`src/rtl/data_cache_controller.sv`:
```
// Direct-mapped, write-through, no-write-allocate data cache between the MEM
// stage and a req/ack backing memory, with RV32 load/store sizing, flush and
// saturating load hit/miss counters.
module data_cache_controller #(
    parameter int unsigned DATA_WIDTH     = 32,
    parameter int unsigned ADDR_WIDTH     = 32,
    parameter int unsigned NUM_SETS       = 16,
    parameter int unsigned WORDS_PER_LINE = 4
) (
    input  logic                  iClk,
    input  logic                  iRstN,
    input  logic                  iReq,
    input  logic                  iWe,
    input  logic [2:0]            iFunct3,
    input  logic [ADDR_WIDTH-1:0] iAddress,
    input  logic [DATA_WIDTH-1:0] iWData,
    input  logic                  iFlush,
    output logic                  oReady,
    output logic [DATA_WIDTH-1:0] oRData,
    output logic                  oMisaligned,
    output logic                  oMemReq,
    output logic                  oMemWe,
    output logic [ADDR_WIDTH-1:0] oMemAddr,
    output logic [DATA_WIDTH-1:0] oMemWData,
    output logic [3:0]            oMemBe,
    input  logic                  iMemAck,
    input  logic [DATA_WIDTH-1:0] iMemRData,
    output logic [31:0]           oHitCount,
    output logic [31:0]           oMissCount
);

    localparam int unsigned WORD_BITS = $clog2(WORDS_PER_LINE);
    localparam int unsigned CNT_W     = (WORD_BITS == 0) ? 1 : WORD_BITS;
    localparam int unsigned IDX_W     = $clog2(NUM_SETS);
    localparam int unsigned TAG_LSB   = 2 + WORD_BITS + IDX_W;
    localparam int unsigned TAG_W     = ADDR_WIDTH - TAG_LSB;

    typedef enum logic [1:0] {S_IDLE, S_REFILL, S_RESP, S_WRITE} state_t;

    state_t                  state_q, state_d;
    logic [CNT_W-1:0]        cnt_q, cnt_d;
    logic [NUM_SETS-1:0]     valid_q, valid_d;
    logic                    flush_pend_q, flush_pend_d;
    logic [31:0]             hit_q, hit_d;
    logic [31:0]             miss_q, miss_d;
    logic [TAG_W-1:0]        tag_q [NUM_SETS];
    logic [DATA_WIDTH-1:0]   data_q [NUM_SETS][WORDS_PER_LINE];

    logic [1:0]              offset_c;
    logic [CNT_W-1:0]        word_c;
    logic [IDX_W-1:0]        idx_c;
    logic [TAG_W-1:0]        tag_c;
    logic                    hit_c;
    logic                    misaligned_c;
    logic [DATA_WIDTH-1:0]   line_word_c;
    logic [3:0]              st_be_c;
    logic [DATA_WIDTH-1:0]   st_data_c;
    logic [DATA_WIDTH-1:0]   merged_c;
    logic                    fill_we_c, tag_we_c, merge_we_c, do_flush_c;

    // Sign/zero-extended byte, halfword or word at the given byte offset.
    function automatic logic [31:0] extract(input logic [31:0] w, input logic [2:0] f3,
                                            input logic [1:0] off);
        logic [31:0] sh;
        sh = w >> {off, 3'b000};
        case (f3)
            3'b000:  extract = {{24{sh[7]}}, sh[7:0]};
            3'b100:  extract = {24'd0, sh[7:0]};
            3'b001:  extract = {{16{sh[15]}}, sh[15:0]};
            3'b101:  extract = {16'd0, sh[15:0]};
            default: extract = sh;
        endcase
    endfunction

    function automatic logic [31:0] sat_inc(input logic [31:0] v);
        sat_inc = (v == 32'hFFFF_FFFF) ? v : v + 32'd1;
    endfunction

    // Address split, lookup, alignment check and store lane positioning.
    always_comb begin
        offset_c    = iAddress[1:0];
        word_c      = CNT_W'((iAddress >> 2) & ADDR_WIDTH'(WORDS_PER_LINE - 1));
        idx_c       = IDX_W'(iAddress >> (2 + WORD_BITS));
        tag_c       = TAG_W'(iAddress >> TAG_LSB);
        hit_c       = valid_q[idx_c] && (tag_q[idx_c] == tag_c);
        line_word_c = data_q[idx_c][word_c];
        case (iFunct3)
            3'b000, 3'b100: misaligned_c = 1'b0;
            3'b001, 3'b101: misaligned_c = offset_c[0];
            3'b010:         misaligned_c = (offset_c != 2'b00);
            default:        misaligned_c = 1'b1;
        endcase
        case (iFunct3[1:0])
            2'b00: begin
                st_be_c   = 4'b0001 << offset_c;
                st_data_c = {4{iWData[7:0]}};
            end
            2'b01: begin
                st_be_c   = 4'b0011 << offset_c;
                st_data_c = {2{iWData[15:0]}};
            end
            default: begin
                st_be_c   = 4'b1111;
                st_data_c = iWData;
            end
        endcase
        for (int b = 0; b < 4; b++) begin
            merged_c[8*b +: 8] = st_be_c[b] ? st_data_c[8*b +: 8] : line_word_c[8*b +: 8];
        end
    end

    // Next-state and output logic.
    always_comb begin
        state_d      = state_q;
        cnt_d        = cnt_q;
        valid_d      = valid_q;
        flush_pend_d = flush_pend_q;
        hit_d        = hit_q;
        miss_d       = miss_q;
        fill_we_c    = 1'b0;
        tag_we_c     = 1'b0;
        merge_we_c   = 1'b0;
        do_flush_c   = 1'b0;
        oReady       = 1'b0;
        oRData       = '0;
        oMisaligned  = 1'b0;
        oMemReq      = 1'b0;
        oMemWe       = 1'b0;
        oMemAddr     = '0;
        oMemWData    = '0;
        oMemBe       = 4'b0000;
        case (state_q)
            S_IDLE: begin
                if (iReq && iRstN) begin
                    if (misaligned_c) begin
                        oReady      = 1'b1;
                        oMisaligned = 1'b1;
                    end else if (iWe) begin
                        state_d = S_WRITE;
                    end else if (hit_c) begin
                        oReady = 1'b1;
                        oRData = extract(line_word_c, iFunct3, offset_c);
                        hit_d  = sat_inc(hit_q);
                    end else begin
                        state_d = S_REFILL;
                        miss_d  = sat_inc(miss_q);
                        cnt_d   = '0;
                    end
                end
                if (iFlush) begin
                    if (state_d == S_IDLE) do_flush_c = 1'b1;
                    else                   flush_pend_d = 1'b1;
                end
            end
            S_REFILL: begin
                oMemReq  = 1'b1;
                oMemAddr = (ADDR_WIDTH'(tag_c) << TAG_LSB)
                         | (ADDR_WIDTH'(idx_c) << (2 + WORD_BITS))
                         | (ADDR_WIDTH'(cnt_q) << 2);
                if (iFlush) flush_pend_d = 1'b1;
                if (iMemAck) begin
                    fill_we_c = 1'b1;
                    cnt_d     = cnt_q + CNT_W'(1);
                    if (cnt_q == CNT_W'(WORDS_PER_LINE - 1)) begin
                        tag_we_c       = 1'b1;
                        valid_d[idx_c] = 1'b1;
                        state_d        = S_RESP;
                    end
                end
            end
            S_RESP: begin
                oReady  = 1'b1;
                oRData  = extract(line_word_c, iFunct3, offset_c);
                state_d = S_IDLE;
                if (iFlush || flush_pend_q) do_flush_c = 1'b1;
            end
            S_WRITE: begin
                oMemReq   = 1'b1;
                oMemWe    = 1'b1;
                oMemAddr  = {iAddress[ADDR_WIDTH-1:2], 2'b00};
                oMemWData = st_data_c;
                oMemBe    = st_be_c;
                if (iMemAck) begin
                    oReady     = 1'b1;
                    merge_we_c = hit_c;
                    state_d    = S_IDLE;
                    if (iFlush || flush_pend_q) do_flush_c = 1'b1;
                end else if (iFlush) begin
                    flush_pend_d = 1'b1;
                end
            end
            default: state_d = S_IDLE;
        endcase
        if (do_flush_c) begin
            valid_d      = '0;
            flush_pend_d = 1'b0;
        end
    end

    // Control state, valid bits and counters.
    always_ff @(posedge iClk or negedge iRstN) begin
        if (!iRstN) begin
            state_q      <= S_IDLE;
            cnt_q        <= '0;
            valid_q      <= '0;
            flush_pend_q <= 1'b0;
            hit_q        <= '0;
            miss_q       <= '0;
        end else begin
            state_q      <= state_d;
            cnt_q        <= cnt_d;
            valid_q      <= valid_d;
            flush_pend_q <= flush_pend_d;
            hit_q        <= hit_d;
            miss_q       <= miss_d;
        end
    end

    // Tag and data storage; qualified by valid bits so no reset is needed.
    always_ff @(posedge iClk) begin
        if (fill_we_c)  data_q[idx_c][cnt_q]  <= iMemRData;
        if (merge_we_c) data_q[idx_c][word_c] <= merged_c;
        if (tag_we_c)   tag_q[idx_c]          <= tag_c;
    end

    assign oHitCount  = hit_q;
    assign oMissCount = miss_q;

endmodule

```
`config.mk`:
```
export PLATFORM = sky130hd
export DESIGN_NAME = data_cache_controller
export DESIGN_NICKNAME = d
export VERILOG_FILES = /design/src/rtl/data_cache_controller.sv
export SDC_FILE = /design/constraint.sdc
export NUM_CORES = 2
export LEC_CHECK = 0
export BUFFER_PORTS_ARGS = -buffer_cell sky130_fd_sc_hd__buf_2
export CORE_ASPECT_RATIO = 1.4
export CORE_MARGIN = 1.5
export CORE_UTILIZATION = 45
export CTS_CLUSTER_SIZE = 12
export DETAILED_ROUTE_END_ITERATION = 8
export SYNTH_ARGS = -nofsm -noshare
export SYNTH_HDL_FRONTEND = slang
export SYNTH_SLANG_ARGS = --single-unit
```
`constraint.sdc`:
```
create_clock -name iClk -period 11.4 [get_ports iClk]
set_clock_uncertainty 0.15 [all_clocks]
set_input_delay 2.28 -clock iClk [delete_from_list [all_inputs] [get_ports iClk]]
set_output_delay 2.28 -clock iClk [all_outputs]
set_load 0.005 [all_outputs]
```
Yosys cells after proc, flatten, opt, wreduce, memory -nomap -nowiden. Memories as Yosys holds them, arrays and structs flattened. Index checks and enable logic that the tools add are counted. Widths: inputs -> output; s select.

Muxes and demuxes: 208. Reduce and logical (&&, ||, !) cells: 25. $add $sub $neg: 3. Order comparisons: 6. Bitwise operators: 138. Equality and inequality tests: 22. Shift operators: 3.

Operator list (count): $mux 32 (9); $mux 128 (2); $pmux 32 s2 (3); $mux 1 (159); $demux 32 s2 (2); $or 1x1->1 (128); $pmux 32 s4 (1); $add 32x1->32 const B (2); $bmux 32 s2 (1); $eq 32x32->1 const B (2); $mux 16 (4); $mux 8 (4); $or 32x4->32 (1); $or 32x8->32 (1); $shr 32x5->32 (1); $mux 2 (13); $eq 24x24->1 (1); $reduce_and 6->1 (3); $or 16x16->16 (1); $ne 2x2->1 const B (7); $pmux 1 s3 (4); $reduce_bool 2->1 (5); $ne 3x3->1 const B (3); $pmux 2 s4 (1); other kinds (27) (47).

Output and inout bits: 168. Input port bits: 105. Bits in registers: 85. Logic and storage cells: 413. Memories: 2. Memory bits (writable): 2432.

Memory list: data_q (words 16, bits a word 128, read ports 1, clocked after Yosys merged registers in 0, wr ports 1, line 47) `logic [DATA_WIDTH-1:0] data_q [NUM_SETS][WORDS_PER_LINE];`; tag_q (words 16, bits a word 24, read ports 1, clocked after Yosys merged registers in 0, wr ports 1, line 46) `logic [TAG_W-1:0] tag_q [NUM_SETS];`.

Longest topological paths before layout.
Depth in word-level cells: 14. Mapped depth: 17. Gate-level depth less buffers: 9.

Worst setup path before layout. Ideal clock, no wire load.

Path type: input -> output. From: input iAddress[4]. To: output oRData[8]. Setup slack: 3566 ps. Arrival time: 5404 ps. Path buffers: 7. Stages on the path: 15. Data required time: 8970 ps. Cell sequence: buf_2 > buf_6 > buf_4 > buf_2 > buf_2 > clkbuf_1 > buf_2 > mux4_2 > mux4_2 > a22oi_1 > nand2_1 > a21oi_1 > o22ai_1 > nand2_1 > a21oi_1.

Longest elaborated chain between the ends: 11. Elaborated cells between the ends (all ways): 16.

RTL lines: start: declaration (line 15) `input logic [ADDR_WIDTH-1:0] iAddress,`; $mem_v2 16x128; $bmux 32 s2 (line 86) `line_word_c = data_q[idx_c][word_c];`; $mux 32 (implied by the code) (2 in series) (line 86); $shr 32x5->32 (line 65) `sh = w >> {off, 3'b000};`; $pmux 32 s4 (line 66) `case (f3)`; $mux 32 (line 140) `end else if (hit_c) begin`; $mux 32 (line 138) `end else if (iWe) begin`; $mux 32 (line 135) `if (misaligned_c) begin`; $mux 32 (line 134) `if (iReq && iRstN) begin`; $pmux 32 s2 * (line 132) `case (state_q)`; end: declaration (line 19) `output logic [DATA_WIDTH-1:0] oRData,`.

Mark *: on every way between the ends. The rest lies on a longest branch, timed or not. The select of a mux whose other input is x is not followed.

Worst setup path after layout.
From: input iAddress[5]. To: output oRData[11].

Same word-level chain as after synthesis.

==> metrics <==
initial antenna violation count 41; first-pass GRT wire length 408 mm; Slew Limit Headroom -0.00188; slowest stage cell, crit path buf_4; Final period util 0.890; Hold Path End oHitCount[30]; CTS tree yes; Clock transition at path regs 0.05 ns; DRT Pass-1 Iters 6; failing checks capacitance limit, slew limit; synthesis-to-finish area growth 12.3%; Via Count 52100; Routed WL 296 mm; final setup fails 0; slowest stage delay, CP 0.89 ns; initial core utilization 0.453; Syn Inst Count 4779; WP data arrival 7.71 ns; CTS max path bufs 4; fraction of registers with async set/reset 0.0338; final-report max-slew violation count 1; Req. time, crit path 8.97 ns; Worst setup SP type input port; commonest non-fill, non-tap cell in the layout edfxtp_1; HPWL Detailed 177 mm; ys flop type edfxtp_1; Hold-fix buffers, CTS 0; IO buf count 270; Residual DRC 0; Seq cells post-synth 2517; vias in the first global route 51900; synthesis warning total 0; R2R Path Start tag_q[7][5]; Clock Sinks 2517; measured slew at the worst slew-check pin 1.46 ns; area of the mapped netlist 0.101 sq mm; Final #Nets 5280; FP Rows 205; Hold Path Origin oHitCount[30]; total power 0.0190 W; RSZ-0062 raised after global routing false; R2R setup slack 5.42 ns; overflow left after global routing 0; Setup CP Type input port to output port; most frequent cells in the layout edfxtp_1 (2432), mux4_2 (668), buf_2 (265); Fmax achieved 0.0986 GHz; total CTS buffers 247; Max-Cap Viols 1; via/cell ratio 6.36; proportion of layout cells with a drive suffix above 1 0.308; Die X-Extent 403 microns; Fin. Hold Viols 0; pwr/cell area 168 mW/mm^2; EDFF count, synth 2432; Hold WC Path Type flop to flop; fin crit period 10.14 ns; Final ANT Viol Nets 0; distinct cell type count after synthesis 68; Reg-to-Reg End data_q[13][0]; Min Hold Slack 0.337 ns; setup TNS 0 ns; core area 0.223 sq mm; Die ar. 0.227 sq mm; H-Tree Depth 4; Seq/Total Area, Yosys 0.744; outcome finished with violations; Clock Latency Late Sink 0.92 ns; RD Place Congestion 0.922; I/O Pins 273; reg2reg path depth 12; synthesized area per cell 21.1 sq um; critical-path maximum fanout 57; VDD IR max 0.138 mV; Lkg Pwr 36.6 nW; post_cts resized 0; Tot GR Track Use 0.259; CP cell instances buf_8 -> buf_4 -> mux2i_1 -> a22oi_1 -> a21oi_1 -> or4_1 -> mux4_2 -> mux2i_1 -> nand3b_1 -> a21oi_1 -> buf_4 -> buf_2; Setup crit end kind output port; Clock Tree Root clkbuf_16; DR WL/cell 36.1 microns; hold depth 1; 1st-iter DRT viols 6327; die span in y 564 microns; Post-CTS Setup Bufs 0; largest net degree at the start of global routing 118
-- through the flow --
step	setup slack (ns)	std cells	cell area (sq um)	utilization
global placement	1.66	7818	106000	0.478
finish	1.26	8202	113000	0.509
floorplan	3.57	4780	101000	-
detailed placement	1.56	7818	106000	0.478
CTS	1.54	8168	113000	0.509
global route	1.30	8172	113000	0.509
-- sequential cells by signal, indices dropped and copies added, names as in the netlist --
name and cells:
tag_q 384, cnt_q 2, data_q 2048, flush_pend_q 1
oHitCount 32, oMissCount 32, valid_q 16, state_q 2
-- cell families after synthesis --
group,count (synthesis),synth area share
AOI/OAI and AO/OA,321,0.0214
xor gates and xnor gates,87,0.00755
adders and majority gates,6,0.000743
buffers and inverters,297,0.0150
DFF,2517,0.744
muxes,1027,0.187
other,1,0.0000371
and+or+nand+nor,523,0.0244
-- final cells by class --
cell class                      count  area, sq um
Antenna cell                       34         85.1
Clock buffer                      308         6460
Clock inverter                     42          417
Fill cell                       17600       109000
Inverter                           22         82.6
Multi-Input combinational cell   1966        25000
Sequential cell                  2517        75200
Tap cell                         2898         3630
Timing Repair Buffer              415         2590
-- worst max-delay path: cells and delay by family --
kind | cells | cell delay [ns]
buffers and inverters | 4 | 1.75
multiplexers | 3 | 1.61
AO/OA/AOI/OAI | 3 | 0.68
AND/OR/NAND/NOR | 2 | 1.29
-- cells in the mapped netlist (all sizes together) (26+ instances only) --
cell type     n  area, sq um
edfxtp     2432        73000
mux4        670        15100
mux2i       211         2110
nor2        197          739
mux2        146         1640
buf         145          941
clkbuf      130          488
nand2       113          424
a21oi        85          455
dfrtp        85         2130
a22oi        83          623
xor2         51          447
o21ai        44          220
xnor2        36          315
and2         35          219
nand4        33          206
and3         29          181
o22ai        27          169
nand3        26          130
-- metal layers --
| metal | track usage | up-vias | routed length, microns |
|---|---|---|---|
| li1 | - | 20700 | - |
| met1 | 0.339 | 28200 | 111000 |
| met2 | 0.423 | 2696 | 145000 |
| met3 | 0.0596 | 516 | 28000 |
| met4 | 0.0980 | 34 | 12200 |
| met5 | 0 | - | 301 |
-- where the power goes --
part	switching, W	leakage [nW]	internal (W)
combinational	0.000957	10.3	0.000476
sequential	0.0000293	23.0	0.0102
clock	0.00331	3.34	0.00406
total	0.00429	36.6	0.0147
-- how the worst max path moves through the flow --
stage           startpoint         end  slack [ns]  depth (start not counted)
6_report       iAddress[5]  oRData[11]        1.26                         12
5_1_grt        iAddress[5]  oRData[11]        1.30                         12
4_1_cts        iAddress[5]  oRData[11]        1.54                         12
3_5_place_dp   iAddress[5]  oRData[11]        1.56                         12
3_3_place_gp   iAddress[5]  oRData[11]        1.66                         12
2_1_floorplan  iAddress[4]   oRData[8]        3.57                         15
No activity file was read; power rests on OpenSTA's default activity.
